--- src/rtl/fft_32p_input_loader.sv ---
// Serial-to-parallel ping-pong frame loader for the 32-point FFT core; samples land bit-reversed.
// Optional FFT_IN_FRAME_CNT_EN adds a 16-bit frame_cnt handshake counter output.
module fft_32p_input_loader #(
    parameter int unsigned DATA_W = 32,
    parameter int unsigned LOG2N  = 5
) (
    input  logic                            clk,
    input  logic                            reset,
    input  logic [DATA_W-1:0]               in_data,
    input  logic                            in_valid,
    output logic                            in_ready,
    input  logic                            flush,
    output logic [(1<<LOG2N)*DATA_W-1:0]    frame_data,
    output logic                            frame_valid,
    input  logic                            frame_ready,
`ifdef FFT_IN_FRAME_CNT_EN
    output logic [15:0]                     frame_cnt,
`endif
    output logic [LOG2N:0]                  fill_level
);

    localparam int unsigned N = 1 << LOG2N;

    logic [DATA_W-1:0] r_bank [2][N];
    logic              r_wr_sel;
    logic [LOG2N-1:0]  r_wr_cnt;
    logic              r_full;
    logic              r_frame_valid;
    logic              r_in_ready;

    logic              w_wr_sel_nxt;
    logic [LOG2N-1:0]  w_wr_cnt_nxt;
    logic              w_full_nxt;
    logic              w_frame_valid_nxt;
    logic              w_in_ready_nxt;

    logic              w_rd_sel;
    logic              w_accept;
    logic              w_last;
    logic              w_frame_hs;
    logic              w_rd_free;
    logic [LOG2N-1:0]  w_slot;

    assign w_rd_sel   = ~r_wr_sel;
    assign w_accept   = in_valid & r_in_ready & ~flush;
    assign w_last     = w_accept & (r_wr_cnt == LOG2N'(N - 1));
    assign w_frame_hs = r_frame_valid & frame_ready;
    assign w_rd_free  = ~r_frame_valid | frame_ready;

    always_comb begin
        w_slot = '0;
        for (int i = 0; i < LOG2N; i++) begin
            w_slot[i] = r_wr_cnt[LOG2N-1-i];
        end
    end

    // r_full only ever sets while a frame is presented, so a pending swap waits on frame_ready.
    always_comb begin
        w_wr_sel_nxt      = r_wr_sel;
        w_wr_cnt_nxt      = r_wr_cnt;
        w_full_nxt        = r_full;
        w_frame_valid_nxt = r_frame_valid;
        w_in_ready_nxt    = r_in_ready;
        if (w_last) begin
            w_wr_cnt_nxt = '0;
            if (w_rd_free) begin
                w_wr_sel_nxt      = ~r_wr_sel;
                w_frame_valid_nxt = 1'b1;
            end else begin
                w_full_nxt     = 1'b1;
                w_in_ready_nxt = 1'b0;
            end
        end else if (r_full) begin
            if (w_frame_hs) begin
                w_wr_sel_nxt   = ~r_wr_sel;
                w_full_nxt     = 1'b0;
                w_in_ready_nxt = 1'b1;
            end
        end else begin
            if (w_frame_hs) begin
                w_frame_valid_nxt = 1'b0;
            end
            if (flush) begin
                w_wr_cnt_nxt = '0;
            end else if (w_accept) begin
                w_wr_cnt_nxt = r_wr_cnt + LOG2N'(1);
            end
        end
    end

    always_ff @(posedge clk or negedge reset) begin
        if (!reset) begin
            r_wr_sel      <= 1'b0;
            r_wr_cnt      <= '0;
            r_full        <= 1'b0;
            r_frame_valid <= 1'b0;
            r_in_ready    <= 1'b1;
        end else begin
            r_wr_sel      <= w_wr_sel_nxt;
            r_wr_cnt      <= w_wr_cnt_nxt;
            r_full        <= w_full_nxt;
            r_frame_valid <= w_frame_valid_nxt;
            r_in_ready    <= w_in_ready_nxt;
        end
    end

    always_ff @(posedge clk or negedge reset) begin
        if (!reset) begin
            for (int b = 0; b < 2; b++) begin
                for (int k = 0; k < N; k++) begin
                    r_bank[b][k] <= '0;
                end
            end
        end else if (w_accept) begin
            r_bank[r_wr_sel][w_slot] <= in_data;
        end
    end

    always_comb begin
        frame_data = '0;
        for (int k = 0; k < N; k++) begin
            frame_data[k*DATA_W +: DATA_W] = r_bank[w_rd_sel][k];
        end
    end

    assign frame_valid = r_frame_valid;
    assign in_ready    = r_in_ready;
    assign fill_level  = r_full ? (LOG2N+1)'(N) : {1'b0, r_wr_cnt};

`ifdef FFT_IN_FRAME_CNT_EN
    logic [15:0] r_frame_cnt;

    always_ff @(posedge clk or negedge reset) begin
        if (!reset) begin
            r_frame_cnt <= '0;
        end else if (w_frame_hs) begin
            r_frame_cnt <= r_frame_cnt + 16'd1;
        end
    end

    assign frame_cnt = r_frame_cnt;
`endif

endmodule

--- config.mk ---
export PLATFORM = sky130hd
export DESIGN_NAME = fft_32p_input_loader
export DESIGN_NICKNAME = d
export VERILOG_FILES = /design/src/rtl/fft_32p_input_loader.sv
export SDC_FILE = /design/constraint.sdc
export NUM_CORES = 2
export LEC_CHECK = 0
export CAP_MARGIN = 15
export CORE_AREA = 2 2 423 425
export DETAILED_ROUTE_END_ITERATION = 8
export DIE_AREA = 0 0 425 427
export PLACE_DENSITY = 0.76
export SYNTH_ARGS = -nofsm -noshare
export SYNTH_HDL_FRONTEND = slang
export SYNTH_SLANG_ARGS = --single-unit
--- constraint.sdc ---
create_clock -name clk -period 2.3 [get_ports clk]
set_clock_uncertainty 0.1 [all_clocks]
set_input_delay 0.345 -clock clk [delete_from_list [all_inputs] [get_ports clk]]
set_output_delay 0.345 -clock clk [all_outputs]
set_load 0.05 [all_outputs]
---- Yosys cells after proc, flatten, opt, wreduce, memory -nomap -nowiden ----
Cells that the tools add are included.
word-level totals
  bits in registers ....................... 2,057
  input bits .............................. 37
  output and inout port bits .............. 1,032
  word-level logic and storage cells ...... 128
operators by class
  $add $sub $neg .......................... 1
  order comparisons ....................... 5
  equal/unequal tests ..................... 4
  muxes and demuxes ....................... 29
  bitwise logic cells ..................... 11
  reductions and logical operators ........ 9
operators by type and width
  kind                   number
  $mux W1024             4
  $bwmux W2048           1
  $demux W1024 S1        1
  $demux W32 S5          1
  $mux W32               1
  $mux W5                4
  $mux W1                16
  $reduce_and A3 Y1      3
  $ge A6 B6 Y1 const B   1
  $lt A6 B1 Y1 const B   1
  $mux W6                1
  $not A5 Y6             1
  $add A5 B1 Y5 const B  1
  $eq A5 B5 Y1 const B   1
  $and A1 B1 Y1          4
  $ge A2 B2 Y1 const B   2
  $ne A2 B1 Y1 const B   2
  $not A1 Y2             2
  $reduce_bool A2 Y1     2
  $not A1 Y1             3
  $reduce_bool A3 Y1     1
  $logic_and A1 B1 Y1    2
  $lt A2 B1 Y1 const B   1
  $ne A2 B2 Y1 const B   1
  other kinds (2)        2

---- Logic depth before layout (Yosys ltp) ----
  word-level depth ........................ 8
  mapped depth ............................ 7
  depth with buffers taken out ............ 6

---- Worst setup path after synthesis ----
Ideal clock, no wire load.
  path kind ............................... register to register
  start ................................... reg r_in_ready, in the netlist in_ready
  end ..................................... reg r_bank[1153] (netlist name)
  setup time .............................. 0.125 ns
  arrival ................................. 2.113 ns
  data required time ...................... 2.075 ns
  path slack .............................. -0.038 ns
  cell stages (with the launch flop) ...... 6
  path buffers ............................ 2
  period minus slack after synthesis ...... 2.338 ns
  path through ............................ dfstp_2 clkbuf_1 nand3b_1 nor2_1 buf_2 mux2_2
on the way
  cells in the longest elaborated chain, start to end .. 2
ends and longest elaborated chain
  item                            RTL line  source
  start: declaration              29        logic r_in_ready;
  start signal: assignment        103       r_in_ready <= w_in_ready_nxt;
  $and A1 B1 Y1 (2 in series)     45        assign w_accept = in_valid & r_in_ready & ~flush;
  end signal: indexed assignment  115       r_bank[r_wr_sel][w_slot] <= in_data;
  end: declaration                24        logic [DATA_W-1:0] r_bank [2][N];
Every way passes these cells.
A chain may end at the register's enable or synchronous reset.

---- Worst setup path after layout ----
  start ................................... reg r_wr_sel
  end ..................................... out frame_data[830]
on the way
  cells in the longest elaborated chain, start to end .. 5
ends and longest elaborated chain
  item                              RTL line  source
  start: declaration                25        logic r_wr_sel;
  start signal: assignment          99        r_wr_sel <= w_wr_sel_nxt;
  $not A1 Y1                        44        assign w_rd_sel = ~r_wr_sel;
  $not A1 Y2 (implied by the code)  122       frame_data[k*DATA_W +: DATA_W] = r_bank[w_rd_sel][k];
  $mux W1024 (3 in series)          -
  end: declaration                  13        output logic [(1<<LOG2N)*DATA_W-1:0] frame_data,
Every way passes these cells. The select of a mux whose other input is x is not followed.

==> flow_summary_export.csv <==
group,metric,value,unit
synthesis,yosys.area.top_type_share,0.574,
floorplan,num_rows,155,
sta,maxSlewViolCount,0,
floorplan,io_pins,1069,
setup_path,cp_slowest_cell,"dfrtp_4",
job,max-cap-violations,0,
routing,wl_met3,14200,um
routing,drc,0,
clock_tree,clock_path_buffers,3,
routing,vias_per_cell,5.75,
setup_path,slowest_delay,0.48,ns
routing,highest_layer,"met5",
placement,place_hpwl,190000,um
power,peakVddDrop,0.745,mV
placement,dp_slack,-0.468,ns
routing,wl_met2,134000,um
synthesis,yosysTopAreaCell,"dfrtp_1",
grt,grt_start_max_net_pins,95,
clock_tree,cts_tree,"done",
sta,max_freq,0.332,GHz
synthesis,syn_nets,5851,
setup_path,ff2ff_path_depth,6,
sta,rsz0062_at_grt,"true",
floorplan,die_h,427,um
routing,wl_per_cell,29.8,um
synthesis,yosys-top-cells-area,"dfrtp_1 (57%), mux2_2 (35%), mux2_1 (4.1%), clkbuf_1 (1.2%), buf_2 (0.95%)",
synthesis,synth_xor_area_frac,0.0000978,
run_status,violations,"negative setup slack",
cells_and_area,stdcell_count,9558,
synthesis,synthFlopType,"dfrtp_1",
power,leakage,59.6,nW
min_path,hold_class,"input port to register",
floorplan,initial_core_util,0.505,
cells_and_area,mostFrequentLayoutCell,"mux2_2",
routing,wl,285000,um
synthesis,yosysWarnings,0,
setup_path,crit_fanout,8,
floorplan,fp.dieW,425,um
setup_path,start_kind,"register",
run_status,status,"complete, but fails checks",
synthesis,syn-mean-instance-area,15.4,um^2
synthesis,synth_edf_count,0,
setup_path,critPathCaptureType,"primary output",
synthesis,synth_top_family_by_area,"multiplexers",
sta,max_slew_margin,0.251,
synthesis,yosys.area_share.simple,0.00803,
placement,dpl.cell_count,9074,
setup_path,worstPathCellList,"buf_8 > buf_16 > clkbuf_16 > buf_12 > mux2_2 > buf_6",
synthesis,syn_area,89600,um^2
synthesis,synth-seq-area-share,0.575,
cells_and_area,area_growth,27.2,%
sta,fin_setup_tns,-699.70,ns
grt,antenna_found_initial,6,
sta,setup_slack,-0.713,ns
synthesis,synth_compound_area_frac,0.00115,
synthesis,ys_seq_elements,2057,
setup_path,worstPathRequired,1.86,ns
routing,ant_nets,0,
clock_tree,cts_inserted_buffers,207,
min_path,min_delay_path_depth,2,
clock_tree,clockRootBuffer,"clkbuf_16",
floorplan,core-area,177000,um^2
routing,firstDrtPassIters,5,
synthesis,synthCells,5807,
sta,finalCriticalPeriod,3.01,ns
clock_tree,clk_latency,0.88,ns
synthesis,synthArstFlopShare,1.00,
grt,gr-total-overflow,0,
cells_and_area,drive_gt1_frac,0.649,
placement,gp_congestion,0.836,
routing,num_vias,55000,
clock_tree,cts.sinks,2057,
setup_path,critical_path_class,"register to primary output",
synthesis,synth_adder_area_share,0.000978,
grt,grt_pass1_vias,57600,
sta,min_period_over_period,1.31,
power,power_density,662,nW/um^2
cells_and_area,layout_common_cells,"mux2_2 (2704), dfrtp_1 (2055), buf_4 (939)",
floorplan,dieArea,181000,um^2
grt,grtUsageTotal,0.302,
setup_path,arrival,2.57,ns
grt,grt_first_pass_wirelength,401000,um
sta,hold_viol,0,
clock_tree,htree_levels,4,
placement,portBuffers,1068,
cells_and_area,final_nets,7081,
routing,wl_met1,112000,um
routing,drt_iter0_drc,3057,
synthesis,synthMuxAreaShare,0.386,
synthesis,synth_cell_types,38,
sta,worstMarginPinSlew,1.11,ns
clock_tree,clkTransAtPathRegs,0.06,ns
sta,setup_viol,1544,
## logic make-up (layout without fill, tap and decap cells)
group	count (synthesis)	in the layout
AO/OA/AOI/OAI	14	14
XOR/XNOR	1	1
adder cells (fa/ha/maj)	7	7
buffers and inverters	550	1942
flip-flops	2057	2057
multiplexers	3073	3073
other	0	4
AND/OR/NAND/NOR	105	105
## per-layer routing
metal	global-route usage	up-vias
met5	0	-
met4	0.221	8
met3	0.0554	665
met2	0.476	1607
met1	0.375	29600
li1	-	23100
## layout make-up
type,instances,area (um^2)
Timing Repair Buffer,1565,16500
Clock buffer,321,6170
Sequential cell,2057,51500
Antenna cell,4,10.0
Inverter,6,22.5
Multi-Input combinational cell,3200,36000
Tap cell,2355,2950
Clock inverter,50,766
Fill cell,12600,63300
## sequential cells by signal, indices dropped and copies added (netlist names)
| register | flops |
|---|---|
| r_wr_cnt | 5 |
| r_bank | 2048 |
| r_wr_sel | 1 |
| frame_valid | 1 |
| r_full | 1 |
| in_ready | 1 |
## synthesized netlist by cell type, types with 2 or more instances
library cell  instances
nand4bb_1             2
mux2_2             2748
and4b_1               3
inv_1                 6
nor2_8               10
a22o_1                3
nor4bb_1              4
nand2_1              16
nand4_1               3
buf_1                44
ha_1                  7
nand4b_1              8
o2bb2ai_1             3
dfrtp_1            2056
nor2_1               45
nand3b_1              2
clkbuf_1            283
mux2_1              325
buf_2               170
nand3_1               3
buf_6                30
buf_4                16
nor2_2                3
a21oi_1               3
## critical path, delay by kind of cell (launching register included)
| kind | cells | cell delay [ns] |
|---|---|---|
| DFF | 1 | 0.48 |
| muxes | 1 | 0.37 |
| buffers and inverters | 5 | 0.81 |
## what timing repair did
item                                   4_1_cts  5_1_grt
endpoints found under the hold margin     2160        0
buffers inserted                            16       18
pin swaps                                    0        0
gates cloned                                11       43
hold buffers                                24        0
gates resized for setup                    156      307
setup endpoints to repair                 1160     1499
## power breakdown
part           internal, mW  leakage (nW)  switching (mW)
sequential             37.1          28.4           0.464
combinational          1.22          27.8            2.49
clock                  19.6          3.40            14.6
## worst paths after layout
| check | from | to | slack (ns) |
|---|---|---|---|
| max in group asynchronous | reset | r_bank[433] | 1.26 |
| max | r_wr_sel | frame_data[830] | -0.71 |
| min | in_data[2] | r_bank[290] | 0.05 |
| max reg2reg | r_wr_cnt[0] | r_bank[1676] | -0.41 |
| min in group asynchronous | reset | r_bank[1720] | 0.20 |
| min reg2reg | r_bank[112] | r_bank[112] | 0.38 |
## per-stage QoR
stage               cell area (um^2)  hold slack [ns]   util  total power, mW
finish                        114000           0.0528  0.643             75.4
CTS                           112000          0.00858  0.630             76.0
global route                  114000           0.0251  0.643             77.8
global placement              103000            0.221  0.584             41.7
floorplan                      89600          -0.0506      -             39.7
detailed placement            103000            0.217  0.584             41.9
No activity file was read; power rests on OpenSTA's default activity.
